==> config.mk <==
export PLATFORM = sky130hd
export DESIGN_NAME = instr_fetch_stage
export DESIGN_NICKNAME = d
export VERILOG_FILES = /design/src/rtl/instr_fetch_stage.sv
export SDC_FILE = /design/constraint.sdc
export NUM_CORES = 1
export LEC_CHECK = 0
export BUFFER_PORTS_ARGS = -buffer_cell sky130_fd_sc_hd__buf_2
export CAP_MARGIN = 20
export CORE_ASPECT_RATIO = 1.75
export CORE_MARGIN = 2
export CORE_UTILIZATION = 35
export CTS_BUF_LIST = sky130_fd_sc_hd__clkbuf_4
export CTS_CLUSTER_DIAMETER = 40
export CTS_CLUSTER_SIZE = 30
export DETAILED_ROUTE_END_ITERATION = 7
export GPL_TIMING_DRIVEN = 0
export PLACE_DENSITY = 0.61
export SLEW_MARGIN = 20
export SYNTH_ARGS = -nofsm -noshare
export SYNTH_HDL_FRONTEND = slang
export SYNTH_SLANG_ARGS = --single-unit
==> constraint.sdc <==
create_clock -name clk -period 4.31 [get_ports clk]
set_clock_uncertainty 0.05 [all_clocks]
set_input_delay 0.431 -clock clk [delete_from_list [all_inputs] [get_ports clk]]
set_output_delay 0.431 -clock clk [all_outputs]
set_load 0.005 [all_outputs]
==> src/rtl/instr_fetch_stage.sv <==
// Instruction fetch stage: three-state fetch FSM, PC, one-entry pending buffer and IF/ID register.
// Optional opcode legality flag enabled by defining IF_OPCODE_CHECK_EN.
module instr_fetch_stage #(
  parameter logic [31:0] RESET_PC = 32'h0000_0000
) (
  input  logic        clk,
  input  logic        rst,
  output logic        imem_req,
  output logic [31:0] imem_addr,
  input  logic        imem_ack,
  input  logic [31:0] imem_rdata,
  input  logic        stall,
  input  logic        branch_taken,
  input  logic [31:0] branch_target,
  output logic        if_valid,
  output logic [31:0] if_instr,
  output logic [5:0]  if_opcode,
  output logic [31:0] if_pc4,
  output logic        if_illegal
);

  typedef enum logic [1:0] {
    IDLE = 2'd0,
    REQ  = 2'd1,
    HOLD = 2'd2
  } state_t;

  state_t      state;
  logic [31:0] pc;
  logic [31:0] pc_inc;
  logic        req_q;
  logic [31:0] pend_instr_p0;
  logic [31:0] pend_pc4_p0;
  logic [31:0] instr_p1;
  logic [31:0] pc4_p1;
  logic        vld_p1;
  logic        unused_tgt;

  // Redirect targets are forced word-aligned, so the low bits never matter.
  assign unused_tgt = ^branch_target[1:0];
  assign pc_inc     = pc + 32'd4;

  assign imem_req  = req_q;
  assign imem_addr = pc;
  assign if_valid  = vld_p1;
  assign if_instr  = instr_p1;
  assign if_pc4    = pc4_p1;
  assign if_opcode = instr_p1[31:26];

`ifdef IF_OPCODE_CHECK_EN
  logic ill_p1;

  function automatic logic opcode_illegal(input logic [5:0] op);
    case (op)
      6'h00, 6'h08, 6'h23, 6'h2B, 6'h21,
      6'h25, 6'h0C, 6'h0D, 6'h04: return 1'b0;
      default:                    return 1'b1;
    endcase
  endfunction

  assign if_illegal = ill_p1;
`else
  assign if_illegal = 1'b0;
`endif

  always_ff @(posedge clk or posedge rst) begin
    if (rst) begin
      state         <= IDLE;
      pc            <= RESET_PC;
      req_q         <= 1'b0;
      pend_instr_p0 <= '0;
      pend_pc4_p0   <= '0;
      instr_p1      <= '0;
      pc4_p1        <= '0;
      vld_p1        <= 1'b0;
`ifdef IF_OPCODE_CHECK_EN
      ill_p1        <= 1'b0;
`endif
    end else if (branch_taken) begin
      // Redirect beats stall and ack: in-flight and pending words are dropped.
      state  <= REQ;
      req_q  <= 1'b1;
      pc     <= {branch_target[31:2], 2'b00};
      vld_p1 <= 1'b0;
`ifdef IF_OPCODE_CHECK_EN
      ill_p1 <= 1'b0;
`endif
    end else begin
      case (state)
        IDLE: begin
          state <= REQ;
          req_q <= 1'b1;
        end
        REQ: begin
          if (imem_ack && !stall) begin
            // ---- stage p1: IF/ID capture ----
            instr_p1 <= imem_rdata;
            pc4_p1   <= pc_inc;
            vld_p1   <= 1'b1;
`ifdef IF_OPCODE_CHECK_EN
            ill_p1   <= opcode_illegal(imem_rdata[31:26]);
`endif
            pc       <= pc_inc;
          end else if (imem_ack) begin
            // ---- stage p0: park the word while decode is stalled ----
            pend_instr_p0 <= imem_rdata;
            pend_pc4_p0   <= pc_inc;
            pc            <= pc_inc;
            state         <= HOLD;
            req_q         <= 1'b0;
          end else if (!stall) begin
            vld_p1 <= 1'b0;
`ifdef IF_OPCODE_CHECK_EN
            ill_p1 <= 1'b0;
`endif
          end
        end
        HOLD: begin
          if (!stall) begin
            instr_p1 <= pend_instr_p0;
            pc4_p1   <= pend_pc4_p0;
            vld_p1   <= 1'b1;
`ifdef IF_OPCODE_CHECK_EN
            ill_p1   <= opcode_illegal(pend_instr_p0[31:26]);
`endif
            state    <= REQ;
            req_q    <= 1'b1;
          end
        end
        default: begin
          state <= IDLE;
          req_q <= 1'b0;
        end
      endcase
    end
  end

endmodule

==> impl_metrics.json, run 1 <==
{
  "post_cts_resized": 0,
  "cts_root_buf": "clkbuf_4",
  "async_flop_share": 1.00,
  "hold_viol": 0,
  "cts_hold_buf": 63,
  "drcViolationCount": 0,
  "areaGrowthSynthToFinish_pct": 29.9,
  "dieHeight_um": 197,
  "initial_utilization": 0.357,
  "syn_area_um2": 7480,
  "cp-end-kind": "flip-flop",
  "routed_wl_um": 22700,
  "synth-xor-area-share": 0.0632,
  "synth.avg_cell_area_um2": 8.61,
  "io_buffers": 165,
  "h-tree-depth": 4,
  "clk_pin_slew_ps": 150,
  "via_per_inst": 4.91,
  "p_leak_uw": 0.00447,
  "min_period_ps": 2880,
  "grt_pass1_vias": 6946,
  "fp.coreArea_um2": 20900,
  "grt_overflow": 0,
  "antenna_found_initial": 1,
  "grt_start_max_net_pins": 34,
  "drt_first_pass_iters": 5,
  "synth-adder-area-share": 0.00167,
  "crit_fanout": 10,
  "critPathKind": "flip-flop to flip-flop",
  "postSynthCellCount": 869,
  "insertion_delay_ps": 600,
  "cts_tree": "yes",
  "worstPathRequired_ps": 4750,
  "drive_gt1_frac": 0.214,
  "synth-simple-area-share": 0.248,
  "dp_hpwl_um": 17400,
  "period_share": 0.669,
  "start_kind": "flip-flop",
  "ir_drop_v": 0.000153,
  "seq_power_share": 0.503,
  "clkPwrFrac": 0.281,
  "layout.nets": 1195,
  "drv_slew": 0,
  "clock.fmax_ghz": 0.347,
  "maxUsedRoutingLayer": "met4",
  "status": "completed",
  "num_io_pins": 174,
  "dr_total_vias": 6828,
  "synth_edf_count": 0,
  "timing.hold.ws_ps": 114,
  "max_slew.worst_pin.slew_ps": 899,
  "pwr-share-comb": 0.216,
  "synth_cell_types": 48,
  "rows": 70,
  "powerDensity_nw_per_um2": 393,
  "grt_pass1_wl_um": 35900,
  "met3_length_um": 809,
  "synth_compound_area_frac": 0.109,
  "clock_sinks": 157,
  "clk_path_buf_depth": 2,
  "cts_buffers": 17,
  "slew_headroom": 0.396,
  "place_congestion": 0.870,
  "yosysWarningCount": 0,
  "cap_violations": 0,
  "switching_share": 0.305,
  "intPower_uw": 2660,
  "die_area_um2": 22600,
  "ys_seq_elements": 157,
  "arrival_ps": 3320,
  "drt_iter0_drc": 445,
  "rsz0062_at_grt": "no",
  "hold_path.class": "primary input to flip-flop",
  "wl_met1_um": 8570,
  "path_cells": "ha_1 -> nand4_2 -> nor4_1 -> buf_2 -> nand2_1 -> xnor2_1 -> o21ai_0",
  "wl_per_cell_um": 16.3,
  "die_x_um": 114,
  "setup_viol": 0,
  "synth.area.mux_share": 0.00284,
  "power.switching_uw": 1170,
  "met2WireLength_um": 12500,
  "grt_use_total": 0.207,
  "drtAntennaViolNets": 0,
  "ys_seq_area_frac": 0.525,
  "slowest_stage": "nor4_1",
  "post-cts-setup-buffer-count": 0,
  "finalSetupTns_ps": 0,
  "max_stage_delay_ps": 690,
  "ys.flop_type": "dfrtp_1",
  "synth_top_family_by_area": "simple AND/OR/NAND/NOR gates"
}
==> worst max-delay path, delay by kind of cell, from the launching register on <==
family | cells | cell delay (ps)
AOI/OAI and AO/OA | 1 | 120
and+or+nand+nor | 3 | 1060
xor gates and xnor gates | 1 | 300
adders and majority gates | 1 | 330
buffers and inverters | 1 | 350
DFF | 1 | 570
==> Yosys cell counts (2+ instances only) <==
library cell / count / area share
nor4_1: 4 / 0.0033
or4_1: 2 / 0.0020
dfrtp_1: 157 / 0.53
inv_1: 5 / 0.0025
buf_2: 10 / 0.0067
o21ai_0: 59 / 0.039
o21ai_1: 12 / 0.0080
nand4_1: 12 / 0.010
xor2_1: 28 / 0.033
a21oi_1: 16 / 0.011
a31oi_1: 33 / 0.028
or2_2: 2 / 0.0017
and3_1: 3 / 0.0025
o22ai_1: 8 / 0.0067
o211ai_1: 8 / 0.0080
nor3_1: 21 / 0.014
clkbuf_1: 49 / 0.025
nor4_4: 2 / 0.0057
xnor2_1: 26 / 0.030
nand2_1: 272 / 0.14
buf_4: 12 / 0.012
nor2_1: 73 / 0.037
clkbuf_2: 2 / 0.0013
nor3_2: 3 / 0.0040
nand2b_1: 2 / 0.0017
a21boi_0: 3 / 0.0030
nand3_1: 24 / 0.016
==> metrics by stage <==
step / setup slack [ps] / util / std cells / area [µm²] / total power [µW]
floorplan: 1840 / - / 873 / 7500 / 2360
global placement: 759 / 0.413 / 1290 / 8640 / 2710
detailed placement: 1560 / 0.417 / 1295 / 8740 / 2750
CTS: 1530 / 0.464 / 1390 / 9720 / 3870
global route: 1330 / 0.464 / 1391 / 9720 / 4050
finish: 1430 / 0.464 / 1391 / 9720 / 3820
==> sequential cells by signal (all words and copies together), names as in the netlist <==
name,cells
state,1
if_valid,1
imem_addr,30
pend_instr_p0,32
if_instr,32
imem_req,1
if_pc4,30
pend_pc4_p0,30
==> cell type report <==
cell class,count,area [µm²]
clock buffer,17,128
sequential,157,3930
tap,252,315
timing repair buffer,233,1560
fill,2122,11200
multi-input combinational,636,3200
inverter,5,22.5
antenna,1,2.50
clock inverter,15,219
buffer,75,349
==> power by group through the flow <==
stage / Clock (µW) / Combinational (µW) / Sequential (µW)
global route: 1150 / 942 / 1960
global placement: 0 / 772 / 1940
floorplan: 0 / 420 / 1940
CTS: 1110 / 842 / 1920
detailed placement: 0 / 794 / 1950
finish: 1070 / 826 / 1920
==> path summary, 6_finish.rpt <==
path | from | end | slack (ps) | cells past startpoint
setup / recovery | imem_addr[2]$_DFFE_PP0P_ | pend_pc4_p0[30]$_DFFE_PP0P_ | 1430 | 7
hold / removal | stall | state[1]$_DFFE_PP0P_ | 110 | 3
setup reg to reg | imem_addr[2]$_DFFE_PP0P_ | pend_pc4_p0[30]$_DFFE_PP0P_ | 1430 | 7
hold reg to reg | pend_pc4_p0[12]$_DFFE_PP0P_ | pend_pc4_p0[12]$_DFFE_PP0P_ | 440 | 2
max in group asynchronous | rst | if_instr[7]$_DFFE_PP0P_ | 3260 | 5
min in group asynchronous | rst | if_pc4[12]$_DFFE_PP0P_ | 280 | 3
==> layout by cell type (no fill, tap or decap), drive strengths merged <==
| cell | n |
|---|---|
| diode | 1 |
| a21o | 1 |
| dfrtp | 157 |
| ha | 1 |
| o211ai | 8 |
| o21ai | 72 |
| mux2 | 1 |
| clkinvlp | 3 |
| xnor2 | 26 |
| nor2 | 73 |
| nand3b | 1 |
| nand2 | 272 |
| a21oi | 16 |
| nand4 | 13 |
| or2 | 2 |
| nor2b | 1 |
| bufinv | 5 |
| o22ai | 8 |
| a32oi | 1 |
| and3 | 3 |
| mux2i | 1 |
| conb | 5 |
| o21a | 1 |
| a31oi | 33 |
| clkinv | 6 |
| nor4 | 7 |
| nand2b | 2 |
| dlygate4sd3 | 63 |
| and2 | 1 |
| buf | 194 |
| and3b | 1 |
| or3 | 1 |
| a21boi | 3 |
| xor2 | 28 |
| a221oi | 1 |
| nor3 | 24 |
| clkbuf | 68 |
| inv | 6 |
| or4 | 3 |
| nand3 | 26 |
==> cell families after synthesis <==
kind of cell | count (synthesis)
flip-flops | 157
buffers and inverters | 80
other | 1
multiplexers | 2
XOR/XNOR | 54
AND/OR/NAND/NOR | 430
adder cells (fa/ha/maj) | 1
AO/OA/AOI/OAI | 144
==> per-layer routing <==
metal | vias up | track usage
li1 | 3388 | -
met1 | 3206 | 0.216
met3 | 46 | 0.0328
met2 | 188 | 0.396
met4 | 0 | 0.0953
met5 | - | 0
Power figures use the tool's default switching activity.
==> run 2: changes to the inputs <==
--- a/config.mk
+++ b/config.mk
@@ -5,6 +5,7 @@
 export SDC_FILE = /design/constraint.sdc
 export NUM_CORES = 1
 export LEC_CHECK = 0
+export ABC_AREA = 1
 export BUFFER_PORTS_ARGS = -buffer_cell sky130_fd_sc_hd__buf_2
 export CAP_MARGIN = 20
 export CORE_ASPECT_RATIO = 1.75
@@ -15,7 +16,7 @@
 export CTS_CLUSTER_SIZE = 30
 export DETAILED_ROUTE_END_ITERATION = 7
 export GPL_TIMING_DRIVEN = 0
-export PLACE_DENSITY = 0.61
+export PLACE_DENSITY = 0.59
 export SLEW_MARGIN = 20
 export SYNTH_ARGS = -nofsm -noshare
 export SYNTH_HDL_FRONTEND = slang
==> constraint.sdc (replaced) <==
create_clock -name clk -period 2.8 [get_ports clk]
set_clock_uncertainty 0.05 [all_clocks]
set_input_delay 0.28 -clock clk [delete_from_list [all_inputs] [get_ports clk]]
set_output_delay 0.28 -clock clk [all_outputs]
set_load 0.005 [all_outputs]
==> impl_metrics.json, run 2 <==
{
  "cpMostUsedCell": "nand2_1",
  "worstPathRequired_ps": 3190,
  "dp_hpwl_um": 18900,
  "routed_wl_um": 25000,
  "crit_buf_inv": 0,
  "clock_sinks": 157,
  "slew_headroom": 0.538,
  "drcViolationCount": 0,
  "setup_viol": 0,
  "final_common_cell": "nand2_1",
  "cts_buffers": 17,
  "timing.hold.ws_ps": 78.5,
  "antenna_found_initial": 1,
  "initial_utilization": 0.355,
  "status": "completed",
  "seqCellArea_um2": 3930,
  "ys_seq_area_frac": 0.515,
  "insertion_delay_ps": 590,
  "h-tree-depth": 4,
  "design_area_um2": 9870,
  "synth_top_cell_by_area": "dfrtp_1",
  "grt_overflow": 0,
  "layout_common_cells": "nand2_1 (411), buf_2 (181), dfrtp_1 (157), nor2_1 (92), dlygate4sd3_1 (65)",
  "cts_tree": "yes",
  "switching_share": 0.317,
  "drt_iter0_drc": 486,
  "stdcell_count": 1547,
  "num_io_pins": 174,
  "hold_path.class": "primary input to flip-flop",
  "dr_total_vias": 7299,
  "layout.nets": 1311,
  "grt_pass1_vias": 7094,
  "io_buffers": 165,
  "wl_per_cell_um": 16.2,
  "p_leak_uw": 0.00503,
  "fill_cells": 2279,
  "place_area_um2": 8950,
  "grt_use_total": 0.222,
  "critPathKind": "flip-flop to flip-flop",
  "via_per_inst": 4.72,
  "synth_edf_count": 0,
  "crit_fanout": 5,
  "rsz0062_at_grt": "no",
  "clk_path_buf_depth": 2,
  "drtAntennaViolNets": 0,
  "ir_drop_v": 0.000214,
  "ys_seq_elements": 157,
  "hold_viol": 0,
  "max_stage_delay_ps": 480,
  "clk_pin_slew_ps": 140,
  "intPower_uw": 3950,
  "multi_input_area_um2": 3210,
  "placed_cells": 1449,
  "die_x_um": 116,
  "path_cells": "ha_1 -> nand2_2 -> nor2_4 -> nand2_2 -> nor2_4 -> nand2_1 -> nand2_1 -> nand2_1 -> nand2_1 -> o21ai_0",
  "grt_pass1_wl_um": 38500,
  "finalSetupTns_ps": 0,
  "drive_gt1_frac": 0.211,
  "yosysWarningCount": 0,
  "grt_start_max_net_pins": 31,
  "slowest_stage": "dfrtp_1",
  "synth_area_leaders": "dfrtp_1 (51%), nand2_1 (20%), nor2_1 (4.5%)",
  "clock.fmax_ghz": 0.539,
  "synth.avg_cell_area_um2": 7.77,
  "async_flop_share": 1.00,
  "max_slew.worst_pin.slew_ps": 694,
  "synth_top_area_share": 0.515,
  "crit_family": "simple AND/OR/NAND/NOR gates",
  "period_share": 0.663,
  "die_area_um2": 23100,
  "synth.cells.most_frequent": "nand2_1 (411), dfrtp_1 (157), nor2_1 (92)",
  "power_uw": 5790,
  "ys.flop_type": "dfrtp_1",
  "fp.coreArea_um2": 21500,
  "rows": 71,
  "start_kind": "flip-flop",
  "pwr-share-comb": 0.236,
  "cp-end-kind": "flip-flop",
  "dieHeight_um": 199,
  "synth_cell_types": 37,
  "powerDensity_nw_per_um2": 586,
  "syn_area_um2": 7640,
  "areaGrowthSynthToFinish_pct": 29.3,
  "power.switching_uw": 1830,
  "place_congestion": 0.865,
  "drt_first_pass_iters": 5,
  "cap_violations": 0,
  "min_period_ps": 1860,
  "arrival_ps": 2240,
  "drv_slew": 0,
  "post-synth-top-count-cell": "nand2_1",
  "post-cts-setup-buffer-count": 0,
  "cts_root_buf": "clkbuf_4",
  "postSynthCellCount": 983,
  "clkPwrFrac": 0.239,
  "seq_power_share": 0.524
}
run 2: cell types whose count changed in the layout (fill, tap and decap cells not counted), sizes merged, moves of 13 or more:
cell,delta
xnor2,-25
xor2,-22
nand2,+148
nor3,-23
nor2,+31
o21ai,-37
inv,+46
clkbuf,-19
a21oi,+13
nand3,+19
run 2: through the flow:
step | util | worst slack, ps
3_3_place_gp | 0.411 | -675
4_1_cts | 0.459 | 918
3_5_place_dp | 0.416 | 938
6_report | 0.459 | 945
5_1_grt | 0.459 | 778
2_1_floorplan | - | 483
run 2: final cells by class:
class / instances / area share
Tap cell: 292 / 0.0370
Sequential cell: 157 / 0.398
Buffer: 59 / 0.0313
Antenna cell: 1 / 0.000253
Timing Repair Buffer: 235 / 0.160
Inverter: 53 / 0.0205
Clock inverter: 8 / 0.00938
Clock buffer: 24 / 0.0183
Multi-Input combinational cell: 718 / 0.326
run 2: worst paths after layout:
check / slack, ps / start / cells after the start / to
max in group asynchronous: 1220 / rst / 7 / imem_addr[21]$_DFFE_PP0P_
min: 80 / branch_taken / 4 / if_valid$_DFFE_PP0P_
max reg2reg: 940 / imem_addr[3]$_DFFE_PP0P_ / 10 / pend_pc4_p0[24]$_DFFE_PP0P_
min in group asynchronous: 260 / rst / 3 / if_instr[23]$_DFFE_PP0P_
min reg2reg: 430 / pend_instr_p0[22]$_DFFE_PP0P_ / 2 / pend_instr_p0[22]$_DFFE_PP0P_
max: 940 / imem_addr[3]$_DFFE_PP0P_ / 10 / pend_pc4_p0[24]$_DFFE_PP0P_
run 2: repair_timing:
action,in CTS,in global routing
resized for setup,0,0
hold endpoints to repair,122,0
hold buffers,65,0
run 2: kinds of logic (layout without fill, tap and decap cells):
group | Yosys count | after routing | share of synthesized area
AO/OA/AOI/OAI | 131 | 131 | 0.102
XOR/XNOR | 7 | 7 | 0.00803
adder cells (fa/ha/maj) | 1 | 1 | 0.00164
buffers and inverters | 112 | 379 | 0.0665
flip-flops | 157 | 157 | 0.515
other | 1 | 6 | 0.000491
AND/OR/NAND/NOR | 574 | 574 | 0.307
run 2: worst register-to-register path: stages, from the launching register on:
cell,delay [ps]
dfrtp_1,480
ha_1,280
nand2_2,90
nor2_4,150
nand2_2,110
nor2_4,190
nand2_1,70
nand2_1,80
nand2_1,70
nand2_1,60
o21ai_0,80
run 2: metal layers:
| layer | global-route usage | routed length, µm | up-vias |
|---|---|---|---|
| met5 | 0 | 0 | - |
| met4 | 0.0939 | 835 | 0 |
| met3 | 0.0373 | 952 | 44 |
| met2 | 0.415 | 13600 | 178 |
| met1 | 0.243 | 9600 | 3437 |
| li1 | - | - | 3640 |
run 2: power by group through the flow:
stage	clock network [µW]	registers, µW	logic [µW]
2_1_floorplan	0	3040	718
3_3_place_gp	0	3070	1270
3_5_place_dp	0	3080	1310
4_1_cts	1430	3040	1390
5_1_grt	1510	3090	1560
6_report	1380	3030	1370
